**config.mk**
```make
export PLATFORM = sky130hd
export DESIGN_NAME = seq_restoring_divider
export DESIGN_NICKNAME = d
export VERILOG_FILES = /design/src/rtl/seq_restoring_divider.sv
export SDC_FILE = /design/constraint.sdc
export NUM_CORES = 1
export LEC_CHECK = 0
export ABC_AREA = 1
export CAP_MARGIN = 20
export CORE_MARGIN = 4
export CORE_UTILIZATION = 38
export CTS_CLUSTER_SIZE = 12
export DETAILED_ROUTE_END_ITERATION = 12
export PLACE_DENSITY_LB_ADDON = 0.3
export SLEW_MARGIN = 20
export SYNTH_ARGS = -nofsm -noshare
export SYNTH_HDL_FRONTEND = slang
export SYNTH_SLANG_ARGS = --single-unit
```
**constraint.sdc**
```tcl
create_clock -name clk -period 3.4 [get_ports clk]
set_clock_uncertainty 0.2 [all_clocks]
set_input_delay 0.34 -clock clk [delete_from_list [all_inputs] [get_ports clk]]
set_output_delay 0.34 -clock clk [all_outputs]
set_load 0.01 [all_outputs]
```
**src/rtl/seq_restoring_divider.sv**
```systemverilog
// Sequential restoring divider: unsigned N-bit / M-bit, one quotient bit per clock,
// start/busy/done handshake with a divide-by-zero flag.
module seq_restoring_divider #(
  parameter int N = 8,
  parameter int M = 4
) (
  input  logic         clk,
  input  logic         rst,
  input  logic         start,
  input  logic [N-1:0] dividend,
  input  logic [M-1:0] divisor,
  output logic         busy,
  output logic         done,
  output logic         div_zero,
  output logic [N-1:0] quotient,
  output logic [M-1:0] remainder
);
  localparam int CW = (N > 1) ? $clog2(N) : 1;

  typedef enum logic [1:0] {IDLE, RUN, DONE} state_t;

  state_t        state, state_nxt;
  logic [M-1:0]  d;
  logic [M-1:0]  r, r_nxt;
  logic [N-1:0]  q, q_nxt;
  logic [CW-1:0] cnt;
  logic [M:0]    t;
  logic          fits, last, accept;

  // R stays below D after every step, so it is held in M bits; T needs M+1.
  always_comb begin
    t      = {r, q[N-1]};
    fits   = t >= {1'b0, d};
    r_nxt  = fits ? M'(t - {1'b0, d}) : M'(t);
    q_nxt  = (q << 1) | N'(fits);
    last   = cnt == '0;
    accept = start && (state != RUN);
  end

  always_ff @(posedge clk) begin
    if (rst) state <= IDLE;
    else     state <= state_nxt;
  end

  always_comb begin
    state_nxt = state;
    case (state)
      IDLE, DONE: begin
        if (start) state_nxt = (divisor == '0) ? DONE : RUN;
        else       state_nxt = IDLE;
      end
      RUN:     if (last) state_nxt = DONE;
      default: state_nxt = IDLE;
    endcase
  end

  always_comb begin
    busy = state == RUN;
    done = state == DONE;
  end

  always_ff @(posedge clk) begin
    if (rst) begin
      d         <= '0;
      r         <= '0;
      q         <= '0;
      cnt       <= '0;
      quotient  <= '0;
      remainder <= '0;
      div_zero  <= 1'b0;
    end else if (accept) begin
      if (divisor != '0) begin
        d   <= divisor;
        r   <= '0;
        q   <= dividend;
        cnt <= CW'(N - 1);
      end else begin
        quotient  <= '1;
        remainder <= '0;
        div_zero  <= 1'b1;
      end
    end else if (state == RUN) begin
      r   <= r_nxt;
      q   <= q_nxt;
      cnt <= cnt - 1'b1;
      // Results are published only on the final step, i.e. on DONE entry.
      if (last) begin
        quotient  <= q_nxt;
        remainder <= r_nxt;
        div_zero  <= 1'b0;
      end
    end
  end
endmodule

```
==> results.json <==
{
  "path_clk_slew_ns": 0.06,
  "cp.arrival_ns": 1.57,
  "power.total_mw": 1.06,
  "r2r_start": "d[2]",
  "root_buffer": "clkbuf_8",
  "whs_ns": 0.266,
  "clk_path_buf_depth": 2,
  "post_drt_wl_per_cell_um": 11.6,
  "cts_tree": "built",
  "fin_crit_ns": 2.11,
  "critPathCaptureType": "primary output",
  "ir_drop_mv": 0.319,
  "hpwl_um": 2460,
  "worstSkewPairLatency_ns": 0.29,
  "synth.distinct_cells": 29,
  "nets": 268,
  "reg2reg_to": "remainder[2]",
  "leakage_nw": 0.956,
  "ys_warn_count": 0,
  "io-pin-count": 30,
  "whs_path_depth": 2,
  "syn_nets": 241,
  "fillers": 418,
  "crit_start": "state[0]",
  "fin_cells": 297,
  "holdCritPathClass": "reg2reg",
  "place_area_mm2": 0.00197,
  "critPathMaxFanout": 7,
  "die_h_um": 74.6,
  "maxCapViolations": 0,
  "rows": 23,
  "postCtsSetupRepairBufs": 0,
  "antennaDiodeCount": 0,
  "netlist_area_mm2": 0.00169,
  "rsz0062_at_grt": "false",
  "postRouteAntennaNets": 0,
  "cts_max_level": 2,
  "worst_pin_slew_ns": 0.743,
  "worstHoldStart": "d[3]",
  "die_width_um": 74.6,
  "slowest_stage": "clkdlybuf4s50_1",
  "grt_use_total_pct": 14.5,
  "clock-sinks": 34,
  "core_area_mm2": 0.00414,
  "outcome": "complete, no violations",
  "start_util_pct": 40.7,
  "p_per_area_mw_per_mm2": 517,
  "port_buffers": 29,
  "cts_resized": 0,
  "dr.pass1.iters": 4,
  "postCtsHoldBufs": 0,
  "fmax_mhz": 475,
  "dieArea_mm2": 0.00557,
  "grt_max_degree": 28,
  "drtIter0Drc": 74,
  "areaGrowthSynthToFinish_pct": 22.0,
  "drive_above_1_share_pct": 8.91,
  "yosysSeqAreaShare_pct": 40.4,
  "reg2reg_depth": 10,
  "cp_cell_sequence": "inv_2 > nor2_4 > clkdlybuf4s50_1",
  "crit_buf_inv": 2,
  "slew_headroom_pct": 50.4,
  "finalHoldViolCount": 0,
  "startpoint_type": "register",
  "ys_ff_latch": 34,
  "synth_top_area_share_pct": 40.4,
  "crit_type": "reg2out",
  "period_share_pct": 62.0,
  "vias_per_cell": 4.89,
  "synth_cells": 219,
  "avgSynthCellArea_um2": 7.70,
  "via_count": 1453,
  "antenna_found_initial": 0,
  "synth.area.top_cells": "dfxtp_1 40%, inv_1 7.8%, nand2_1 7.1%, a21oi_1 6.2%, o21ai_0 5.3%",
  "drc": 0,
  "place_inst": 289,
  "grt_overflow": 0,
  "grt_pass1_vias": 1430,
  "cp.required_ns": 2.86,
  "synth_top_area_cell": "dfxtp_1",
  "report.final.slew_viol_count": 0,
  "place_congestion": 0.826,
  "r2r_setup_slack_ns": 1.37,
  "cts_buffers": 5,
  "max_stage_delay_ns": 0.60,
  "fin_setup_tns_ns": 0,
  "final_area_mm2": 0.00206,
  "setup_violations": 0,
  "routed_wl_um": 3440,
  "min_to": "d[3]",
  "crit_family": "buffers and inverters",
  "grt_pass1_wl_um": 6230
}
==> synth_stat cells, drive strengths merged <==
| library cell | number |
|---|---|
| nand3 | 16 |
| nor2 | 14 |
| dfxtp | 34 |
| a211oi | 1 |
| nand4 | 4 |
| nor3 | 1 |
| o21ai | 24 |
| a21oi | 21 |
| clkinv | 1 |
| xnor2 | 1 |
| a31oi | 1 |
| o21bai | 7 |
| inv | 38 |
| ha | 6 |
| o211ai | 3 |
| buf | 7 |
| fa | 1 |
| clkbuf | 2 |
| or2 | 1 |
| nand2 | 36 |
==> kinds of logic (layout without fill, tap and decap cells) <==
kind of cell               Yosys count  after routing  share of synthesized area [%]
xor gates and xnor gates             1              1                          0.519
adders and majority gates            7              7                           5.64
and+or+nand+nor                     72             72                           20.9
buffers and inverters               48             76                           13.1
AOI/OAI and AO/OA                   57             57                           19.5
DFF                                 34             34                           40.4
==> metal layers <==
metal,vias to the layer above,routed length (um),share of wire [%],GRT usage [%]
met5,-,0,0,0
met4,0,71,2.1,7.31
met3,9,119,3.5,4.01
met2,23,1600,47,22.4
met1,658,1640,48,18.5
li1,763,-,-,-
==> sequential cells by signal, indices dropped and copies added, names as in the netlist <==
| name | flops |
|---|---|
| cnt | 3 |
| state | 2 |
| d | 4 |
| div_zero | 1 |
| remainder | 4 |
| quotient | 8 |
| q | 8 |
| r | 4 |
==> placed cells by master (no fill, tap or decap), drive strengths merged <==
master / Yosys / routed
a211oi: 1 / 1
a21oi: 21 / 21
a31oi: 1 / 1
clkbuf: 2 / 7
clkdlybuf4s50: 0 / 29
clkinv: 1 / 2
dfxtp: 34 / 34
fa: 1 / 1
ha: 6 / 6
inv: 38 / 38
nand2: 36 / 36
nand3: 16 / 16
nand4: 4 / 4
nor2: 14 / 14
nor3: 1 / 1
o211ai: 3 / 3
o21ai: 24 / 24
o21bai: 7 / 7
or2: 1 / 1
xnor2: 1 / 1
==> cell type report <==
cell class                 instances  area, um^2  area share, %
clock buffer                       7        86.3           4.19
clock inverter                     1        5.00          0.243
inverter                          39         148           7.17
multi-input combinational        137         786           38.2
sequential                        34         681           33.1
tap                               50        62.6           3.04
timing repair buffer              29         290           14.1
==> tightest hold or removal path: stages (launching register included) <==
cell	delay [ns]
dfxtp_1	0.31
nand2_1	0.06
a21oi_1	0.05
==> stage by stage <==
step | util, % | setup WS [ns]
3_5_place_dp | 47.5 | 1.16
4_1_cts | 49.7 | 1.27
2_1_floorplan | - | 1.65
6_report | 49.7 | 1.29
3_3_place_gp | 47.5 | 1.22
5_1_grt | 49.7 | 1.16
==> how the worst max path moves through the flow <==
stage                              end  slack [ns]  cells after the start
after floorplan                   r[0]        1.65                     10
after global placement            q[0]        1.22                      4
after detailed placement  remainder[2]        1.16                      9
after CTS                         busy        1.27                      3
after global routing              r[3]        1.16                     10
final                             busy        1.29                      3
==> report_power, final <==
part           internal [mW]  switching, mW  total (mW)
Clock                  0.163          0.140       0.303
Combinational          0.122          0.166       0.288
Sequential             0.444         0.0275       0.472
No activity file was read; power rests on OpenSTA's default activity.
